[config.mk]
export PLATFORM = sky130hd
export DESIGN_NAME = instr_decode_pipe
export DESIGN_NICKNAME = d
export VERILOG_FILES = /design/src/rtl/instr_decode_pipe.sv
export SDC_FILE = /design/constraint.sdc
export NUM_CORES = 1
export LEC_CHECK = 0
export CAP_MARGIN = 20
export CORE_ASPECT_RATIO = 1.2
export CORE_MARGIN = 5
export CORE_UTILIZATION = 48
export CTS_BUF_LIST = sky130_fd_sc_hd__clkbuf_8
export DETAILED_ROUTE_END_ITERATION = 8
export MAX_ROUTING_LAYER = met4
export PLACE_DENSITY_LB_ADDON = 0.2
export REMOVE_ABC_BUFFERS = 1
export SETUP_SLACK_MARGIN = 0.3
export SYNTH_ARGS = -nofsm -noshare
export SYNTH_HDL_FRONTEND = slang
export SYNTH_SLANG_ARGS = --single-unit
[constraint.sdc]
create_clock -name clk -period 2.4 [get_ports clk]
set_input_delay 0.24 -clock clk [delete_from_list [all_inputs] [get_ports clk]]
set_output_delay 0.24 -clock clk [all_outputs]
set_load 0.03 [all_outputs]
[src/rtl/instr_decode_pipe.sv]
// One-stage instruction decoder with chained wide-immediate LOAD accumulation.
// Decode outputs are valid the cycle after capture; stall holds the decode register, flush squashes it.
module instr_decode_pipe #(
    parameter int DATA_W  = 8,
    parameter int IMM_EXT = 1
) (
    input  logic              clk,
    input  logic              reset_n,
    input  logic [7:0]        instr_in,
    input  logic              instr_valid,
    output logic              instr_ready,
    input  logic              stall,
    input  logic              flush,
    output logic              dec_valid,
    output logic              jmp,
    output logic              jmp_nz,
    output logic              i_sel,
    output logic              x_sel,
    output logic              y_sel,
    output logic [3:0]        ir_nibble,
    output logic [2:0]        alu_func,
    output logic [3:0]        source_sel,
    output logic [8:0]        reg_en,
    output logic [DATA_W-1:0] imm
);

    localparam int NIB      = DATA_W / 4;
    localparam bit CHAIN_EN = (IMM_EXT != 0) && (DATA_W > 4);

    localparam logic [0:0] ST_IDLE  = 1'b0;
    localparam logic [0:0] ST_CHAIN = 1'b1;

    localparam logic [3:0] SRC_IMM  = 4'd8;
    localparam logic [3:0] SRC_IDLE = 4'd10;

    logic [7:0]        ir;
    logic              vld_q;
    logic [0:0]        state;
    logic [2:0]        last_dst;
    logic [2:0]        cnt;
    logic [DATA_W-1:0] acc;
    logic [DATA_W-1:0] imm_hold;

    logic              is_load;
    logic              is_move;
    logic              is_alu;
    logic              is_jmp;
    logic              is_jnz;
    logic [2:0]        dst;
    logic [2:0]        src;
    logic              retire;
    logic              extend;
    logic [DATA_W-1:0] nib_ext;
    logic [DATA_W-1:0] imm_la;

    // Decode register: flush wins over stall so a held instruction can be squashed.
    always_ff @(posedge clk or negedge reset_n) begin
        if (!reset_n) begin
            ir    <= 8'h00;
            vld_q <= 1'b0;
        end else if (!stall) begin
            ir    <= instr_in;
            vld_q <= instr_valid && !flush;
        end else begin
            vld_q <= vld_q && !flush;
        end
    end

    assign instr_ready = reset_n && !stall;
    assign dec_valid   = vld_q;
    assign ir_nibble   = ir[3:0];
    assign alu_func    = ir[2:0];

    assign is_load = !ir[7];
    assign is_move = (ir[7:6] == 2'b10);
    assign is_alu  = (ir[7:5] == 3'b110);
    assign is_jmp  = (ir[7:4] == 4'b1110);
    assign is_jnz  = (ir[7:4] == 4'b1111);
    assign dst     = is_load ? ir[6:4] : ir[5:3];
    assign src     = ir[2:0];
    assign retire  = vld_q && !stall;

    // Look-ahead: imm shows what acc will hold once this LOAD retires.
    assign nib_ext = DATA_W'(ir[3:0]);
    assign extend  = CHAIN_EN && (state == ST_CHAIN) && (dst == last_dst) && (cnt < 3'(NIB));
    assign imm_la  = extend ? ((acc << 4) | nib_ext) : nib_ext;
    assign imm     = (vld_q && is_load) ? imm_la : imm_hold;

    always_ff @(posedge clk or negedge reset_n) begin
        if (!reset_n) begin
            state    <= ST_IDLE;
            last_dst <= 3'd0;
            cnt      <= 3'd0;
            acc      <= '0;
            imm_hold <= '0;
        end else begin
            imm_hold <= imm;
            if (flush) begin
                state <= ST_IDLE;
                cnt   <= 3'd0;
            end else if (retire) begin
                if (CHAIN_EN && is_load) begin
                    state    <= ST_CHAIN;
                    last_dst <= dst;
                    acc      <= imm_la;
                    cnt      <= extend ? (cnt + 3'd1) : 3'd1;
                end else begin
                    state <= ST_IDLE;
                end
            end
        end
    end

    always_comb begin
        jmp        = 1'b0;
        jmp_nz     = 1'b0;
        i_sel      = 1'b1;
        x_sel      = 1'b0;
        y_sel      = 1'b0;
        source_sel = SRC_IDLE;
        reg_en     = 9'h000;
        if (!reset_n) begin
            reg_en = 9'h1FF;
            i_sel  = 1'b0;
        end else if (vld_q) begin
            jmp        = is_jmp;
            jmp_nz     = is_jnz;
            source_sel = 4'd0;
            if (is_load || is_move) begin
                case (dst)
                    3'd4:    reg_en = 9'h100;
                    3'd7:    reg_en = 9'h0C0;
                    default: reg_en = 9'(1) << dst;
                endcase
                if (dst == 3'd6) begin
                    i_sel = 1'b0;
                end
            end
            if (is_load) begin
                source_sel = SRC_IMM;
            end
            if (is_move) begin
                source_sel = {1'b0, src};
                if (src == 3'd7 && dst != 3'd6) begin
                    reg_en[6] = 1'b1;
                end
            end
            if (is_alu) begin
                reg_en = 9'h010;
                x_sel  = ir[4];
                y_sel  = ir[3];
            end
        end
    end

endmodule

==> implementation parameters, run 1 <==
Parameter                              Value

Finish
  Area growth, synth to finish ... 40.70%
  Fraction of layout instances using a drive strength above 1 ... 33.64%
  Antenna cell count ... 0
  Highest-count cells in the layout ignoring fill and taps ... sky130_fd_sc_hd__nand2_1 (29), sky130_fd_sc_hd__dfrtp_1 (27), sky130_fd_sc_hd__buf_4 (24)
  Final #Nets ... 229
  Final std cell area, no fill ... 2206 um^2
  Most common cell after layout, fill and taps aside ... sky130_fd_sc_hd__nand2_1

Detailed routing
  DRT Pass-1 Iters ... 4
  Via Count ... 1,410
  Remaining DRCs ... 0
  Number of nets with antenna violations after routing ... 0
  Detailed Route Iter0 Violations ... 136
  Routed length per placed instance ... 17.00 um
  Via/cell ratio ... 5.640
  Drt total wl ... 4250 um

Global routing
  Via count of the first global-routing pass ... 1,458
  Antenna violations before repair ... 0
  Overflow after GRT ... 0
  Global router's overall resource usage ... 20.14%
  Largest net degree at the start of global routing ... 19
  Global-route wire length before repair ... 7155 um

Synth
  Asr flop ratio synth ... 100.0%
  Post-synthesis share of cell area spent on full adders, half adders and majority gates ... 0.7981%
  Number of enable flip-flop cells after synthesis ... 0
  Library cells used by synthesis ... 37
  Post-synth design cell area ... 1568 um^2
  Syn_area_per_cell ... 9.618 um^2
  Share of the yosys chip area belonging to registers ... 44.69%
  Synthesized-area fraction occupied by xor and xnor cells ... 1.117%
  Area fraction in and, or, nand and nor cells after synthesis ... 19.07%
  Top FF cell, synth ... sky130_fd_sc_hd__dfrtp_1
  Multiplexer area fraction after synthesis ... 11.17%
  Synthesis warning total ... 0
  Gate Count Post-Synth ... 163
  Compound-cell area share of the yosys netlist ... 15.64%
  Combinational family with the most area after synthesis ... simple AND/OR/NAND/NOR gates
  Number of synthesized register bits ... 28

Placement
  Detail Placement HPWL ... 3002 um
  Placed standard-cell area ... 2023 um^2
  Gp weighted congestion ... 0.8561
  IO Port Bufs ... 47

Floorplanning
  Ports ... 48
  Die Width ... 62.17 um
  Chip Height ... 72.61 um
  Floorplan die area ... 4514 um^2
  Row cnt ... 22
  Floorplan core area ... 3110 um^2
  Starting utilization of the core area ... 50.40%

CTS
  Number of CTS-inserted buffers ... 3
  CTS root buffer ... sky130_fd_sc_hd__clkbuf_8
  Clock latency reported for the late side of the worst-skew pair ... 0.27 ns
  Post-cts hold buffer count ... 0
  Clock input transition at the sequential cells of the worst setup and hold paths ... 0.09 ns
  CTS sink count ... 28
  Longest Clk Path Bufs ... 2
  Number of H-tree branching levels ... 1
  TritonCTS clock tree ... yes

Run status
  Run status ... complete, no violations

Worst setup path
  Worst path buffer plus inverter count ... 1
  Capturing point of the worst reg2reg path ... cnt[0]
  CP max stage cell ... sky130_fd_sc_hd__or4b_4
  Longest individual stage delay on the worst path ... 0.59 ns
  Crit path launch type ... flip-flop
  Worst path cell trace ... mux2i_4, o22ai_2, or4b_4, o31ai_4, buf_6
  Req. time, crit path ... 2.16 ns
  Type of the setup path with the least slack ... reg2out
  Largest fanout on the critical path ... 5
  Worst r2r src ... ir[7]
  Cell class contributing the biggest share of worst-path delay ... simple AND/OR/NAND/NOR gates
  Reg2Reg Setup Slack ... 0.41 ns
  Crit path arrival time ... 2.12 ns
  Worst R2R Path Depth ... 5
  Setup crit end kind ... output port

Timing
  Fin crit period ... 2.364 ns
  Period utilization ... 98.49%
  Slew at the pin closest to its max-slew limit ... 0.4641 ns
  Highest clock frequency the design can meet ... 423.0 MHz
  Unrepaired setup endpoints after global routing ... true
  Worst relative slew slack ... 68.96%
  Count of final setup violators ... 0
  Max Transition Viols Final ... 0
  Final Hold Viols ... 0
  Clock skew after layout ... 0.002395 ns

Pwr
  Power density over the cells ... 632.5 nW/um^2
  Worst-case vdd ir drop ... 0.0004815 V
  LEAKAGE ... 0.9734 nW
  Overall power of the completed layout ... 1.395 mW

Min path
  Worst min path class ... in2async

Job
  Max cap viols ... 0
-- how the worst max path moves through the flow --
stage | start | to | slack (ns) | cells past startpoint
floorplan | ir[7] | imm[4] | -0.28 | 4
global placement | ir[7] | imm[4] | 0.27 | 5
detailed placement | ir[7] | imm[7] | 0.18 | 5
CTS | ir[7] | imm[5] | 0.004 | 5
global route | ir[7] | imm[4] | -0.05 | 5
finish | ir[7] | imm[5] | 0.04 | 5
-- cells in the mapped netlist (all sizes together), types with 2 or more instances --
library cell / instances / area (um^2)
nand2: 29 / 108.9
nor2b: 2 / 12.51
o31ai: 6 / 55.05
inv: 4 / 15.01
nand3b: 3 / 22.52
a31oi: 4 / 25.02
nor3: 2 / 21.27
mux2: 12 / 135.1
xnor2: 2 / 17.52
dfrtp: 28 / 700.7
o22ai: 2 / 12.51
nand2b: 5 / 31.28
buf: 11 / 80.07
nor4: 4 / 25.02
clkbuf: 6 / 22.52
a21oi: 5 / 25.02
nor2: 12 / 45.04
mux2i: 4 / 40.04
o21ai: 8 / 40.04
o2bb2ai: 2 / 17.52
-- per-stage QoR --
stage | setup WS, ns | util [%] | hold slack, ns | setup TNS [ns] | instances
2_1_floorplan | -0.2838 | - | -0.05559 | -1.089 | 146
3_3_place_gp | 0.2667 | 65.04 | 0.4569 | 0 | 239
3_5_place_dp | 0.1768 | 65.04 | 0.4621 | 0 | 239
4_1_cts | 0.004110 | 70.76 | 0.2658 | 0 | 249
5_1_grt | -0.04505 | 70.92 | 0.3350 | -0.1265 | 250
6_report | 0.03617 | 70.92 | 0.2747 | 0 | 250
-- worst reg2reg max path, cell delays in order (launching register included) --
cell                      delay [ns]
sky130_fd_sc_hd__dfrtp_2        0.44
sky130_fd_sc_hd__mux2i_4        0.30
sky130_fd_sc_hd__o22ai_2        0.11
sky130_fd_sc_hd__or4b_4         0.59
sky130_fd_sc_hd__buf_4          0.19
sky130_fd_sc_hd__o31a_1         0.26
-- flip-flops by register name, indices dropped and copies added, names as in the netlist --
register,count
imm_hold,8
ir,8
acc,4
cnt,3
last_dst,3
dec_valid,1
state,1
-- repair_timing --
item	4_1_cts	5_1_grt
endpoints found under the setup margin	18	17
resized for setup	30	32
pin swaps	7	2
buffers inserted	6	1
-- report_power, final --
part | switching [mW] | leakage [nW] | internal, mW
Sequential | 0.0657 | 0.352 | 0.540
Clock | 0.145 | 0.0288 | 0.147
Combinational | 0.288 | 0.593 | 0.209
Total | 0.498 | 0.973 | 0.897
-- metal layers --
metal	vias up	global-route usage, %	share of wire (%)
li1	670	-	-
met1	680	22.69	39
met2	54	34.91	54
met3	6	4.160	4.8
met4	0	7.952	1.4
met5	-	-	0
-- cells by family after synthesis --
kind of cell             Yosys count
adder cells (fa/ha/maj)            1
XOR/XNOR                           2
flip-flops                        28
multiplexers                      16
AND/OR/NAND/NOR                   61
AO/OA/AOI/OAI                     34
buffers and inverters             21
-- final cells by class --
| type | count | area (um^2) |
|---|---|---|
| well taps | 36 | 45.04 |
| fillers | 251 | 904.6 |
| clock buffers | 4 | 55.05 |
| inverters | 4 | 15.01 |
| flip-flops and latches | 28 | 701.9 |
| repair buffers | 64 | 548.0 |
| multi-input cells | 114 | 840.8 |
Note: power is estimated with default switching activity, not from simulation.
==> run 2, diff against run 1 <==
Settings changed: CORE_ASPECT_RATIO 1.2 to 1.4.
==> run 2 against run 1 <==
Final area up 0.85%. Final cell count up 3.2%. Routed wire length down 0.54%. Critical path depth up 1. Global-route usage down 0.60 points. Critical path type unchanged. Largest power group unchanged.
==> implementation parameters, run 2 (synthesized netlist as in run 1, its figures left out) <==
Parameter                              Value

Run status
  Run status ... complete, no violations

Timing
  Final Hold Viols ... 0
  Clock skew after layout ... 0.001560 ns
  Slew at the pin closest to its max-slew limit ... 0.4540 ns
  Count of final setup violators ... 0
  Worst relative slew slack ... 69.64%
  Fin crit period ... 2.361 ns
  Max Transition Viols Final ... 0
  Highest clock frequency the design can meet ... 423.5 MHz
  Worst hold margin ... 0.4813 ns
  Unrepaired setup endpoints after global routing ... true
  Period utilization ... 98.39%

Floorplanning
  Ports ... 48
  Die Width ... 58.30 um
  Chip Height ... 77.62 um
  Floorplan core area ... 3123 um^2
  Row cnt ... 24
  Floorplan die area ... 4525 um^2
  Starting utilization of the core area ... 50.20%

Worst setup path
  Type of the setup path with the least slack ... reg2out
  Reg2Reg Setup Slack ... 0.42 ns
  Setup crit end kind ... output port
  Capturing point of the worst reg2reg path ... imm_hold[6]
  Crit path arrival time ... 2.12 ns
  Startpoint of the most critical setup path ... ir[7]
  Worst r2r src ... ir[7]
  Crit path launch type ... flip-flop
  Largest fanout on the critical path ... 5
  Worst R2R Path Depth ... 7
  Req. time, crit path ... 2.16 ns

CTS
  CTS sink count ... 28
  Clock input transition at the sequential cells of the worst setup and hold paths ... 0.09 ns
  Post-cts hold buffer count ... 0
  Clock latency reported for the late side of the worst-skew pair ... 0.27 ns
  Number of CTS-inserted buffers ... 3
  Number of H-tree branching levels ... 1
  CTS root buffer ... sky130_fd_sc_hd__clkbuf_8
  Longest Clk Path Bufs ... 2
  TritonCTS clock tree ... yes

Placement
  Gp weighted congestion ... 0.8937
  IO Port Bufs ... 47
  Detail Placement HPWL ... 3025 um

Job
  Max cap viols ... 0

Global routing
  Via count of the first global-routing pass ... 1,428
  Largest net degree at the start of global routing ... 21
  Global-route wire length before repair ... 6762 um
  Overflow after GRT ... 0
  Antenna violations before repair ... 0
  Global router's overall resource usage ... 19.53%

Finish
  Most common cell after layout, fill and taps aside ... sky130_fd_sc_hd__buf_4
  Count of fill cells added during filler insertion ... 238
  Multi-input gate area in the final layout ... 815.8 um^2
  Area growth, synth to finish ... 41.90%
  Final #Nets ... 235
  Antenna cell count ... 0
  Highest-count cells in the layout ignoring fill and taps ... sky130_fd_sc_hd__buf_4 (30), sky130_fd_sc_hd__nand2_1 (29), sky130_fd_sc_hd__dfrtp_1 (27)
  Reg area ... 701.9 um^2
  Fraction of layout instances using a drive strength above 1 ... 32.88%
  Regs by FF count ... imm_hold: 8 flops, ir: 8 flops, acc: 4 flops

Pwr
  Worst-case vdd ir drop ... 0.0005394 V
  LEAKAGE ... 0.9866 nW
  Overall power of the completed layout ... 1.333 mW
  Power density over the cells ... 599.2 nW/um^2

Min path
  Min-delay src ... imm_hold[0]
  Hold Path Depth ... 2
  Worst min path class ... reg2reg
  End of the worst hold path ... imm_hold[0]

Detailed routing
  Drt total wl ... 4227 um
  Routed length per placed instance ... 16.38 um
  Via/cell ratio ... 5.411
  Remaining DRCs ... 0
  Detailed Route Iter0 Violations ... 49
  DRT Pass-1 Iters ... 5
  Number of nets with antenna violations after routing ... 0
  Via Count ... 1,396
[run 2: area by class of cell]
class / instances / share of cell area [%]
sequential: 28 / 31.55
multi-input combinational: 114 / 36.67
tap: 39 / 2.193
inverter: 4 / 0.8436
clock buffer: 3 / 1.856
timing repair buffer: 70 / 26.88
[run 2: worst max path at each step]
stage / end / depth (start not counted)
3_3_place_gp: imm[4] / 5
6_report: imm[6] / 6
2_1_floorplan: imm[4] / 4
4_1_cts: imm[4] / 6
3_5_place_dp: imm[4] / 5
5_1_grt: imm[6] / 5
[run 2: power breakdown]
group	switching (mW)	internal [mW]	total (mW)
clock network	0.132	0.112	0.244
registers	0.0600	0.541	0.601
logic	0.280	0.208	0.488
[run 2: layer usage]
layer / share of wire, % / track usage (%) / vias up
met2: 53 / 34.00 / 55
met1: 40 / 21.90 / 657
li1: - / - / 676
met4: 1.4 / 7.425 / 0
met3: 5.8 / 2.990 / 8
met5: 0 / - / -
[run 2: repair_timing]
item                       in CTS  in global routing
gates resized for setup        27                 25
setup endpoints to repair      17                 10
pin swaps                       6                  4
setup buffers                   9                  4
[run 2: critical path: stages, from the launching register on]
cell	delay, ns
sky130_fd_sc_hd__dfrtp_2	0.45
sky130_fd_sc_hd__buf_6	0.13
sky130_fd_sc_hd__mux2i_1	0.13
sky130_fd_sc_hd__o22ai_1	0.10
sky130_fd_sc_hd__or4b_4	0.59
sky130_fd_sc_hd__o31ai_4	0.29
sky130_fd_sc_hd__buf_6	0.17
[run 2: metrics by stage]
step | util (%) | cell area (um^2) | TNS, ns | instances | setup WS (ns)
final | 71.23 | 2225 | 0 | 258 | 0.03874
after global routing | 71.23 | 2225 | -0.06703 | 258 | -0.04787
after CTS | 70.19 | 2192 | 0 | 254 | 0.07249
after detailed placement | 64.90 | 2027 | 0 | 242 | 0.1514
after global placement | 64.90 | 2027 | 0 | 242 | 0.2752
after floorplan | - | 1465 | -1.089 | 146 | -0.2838
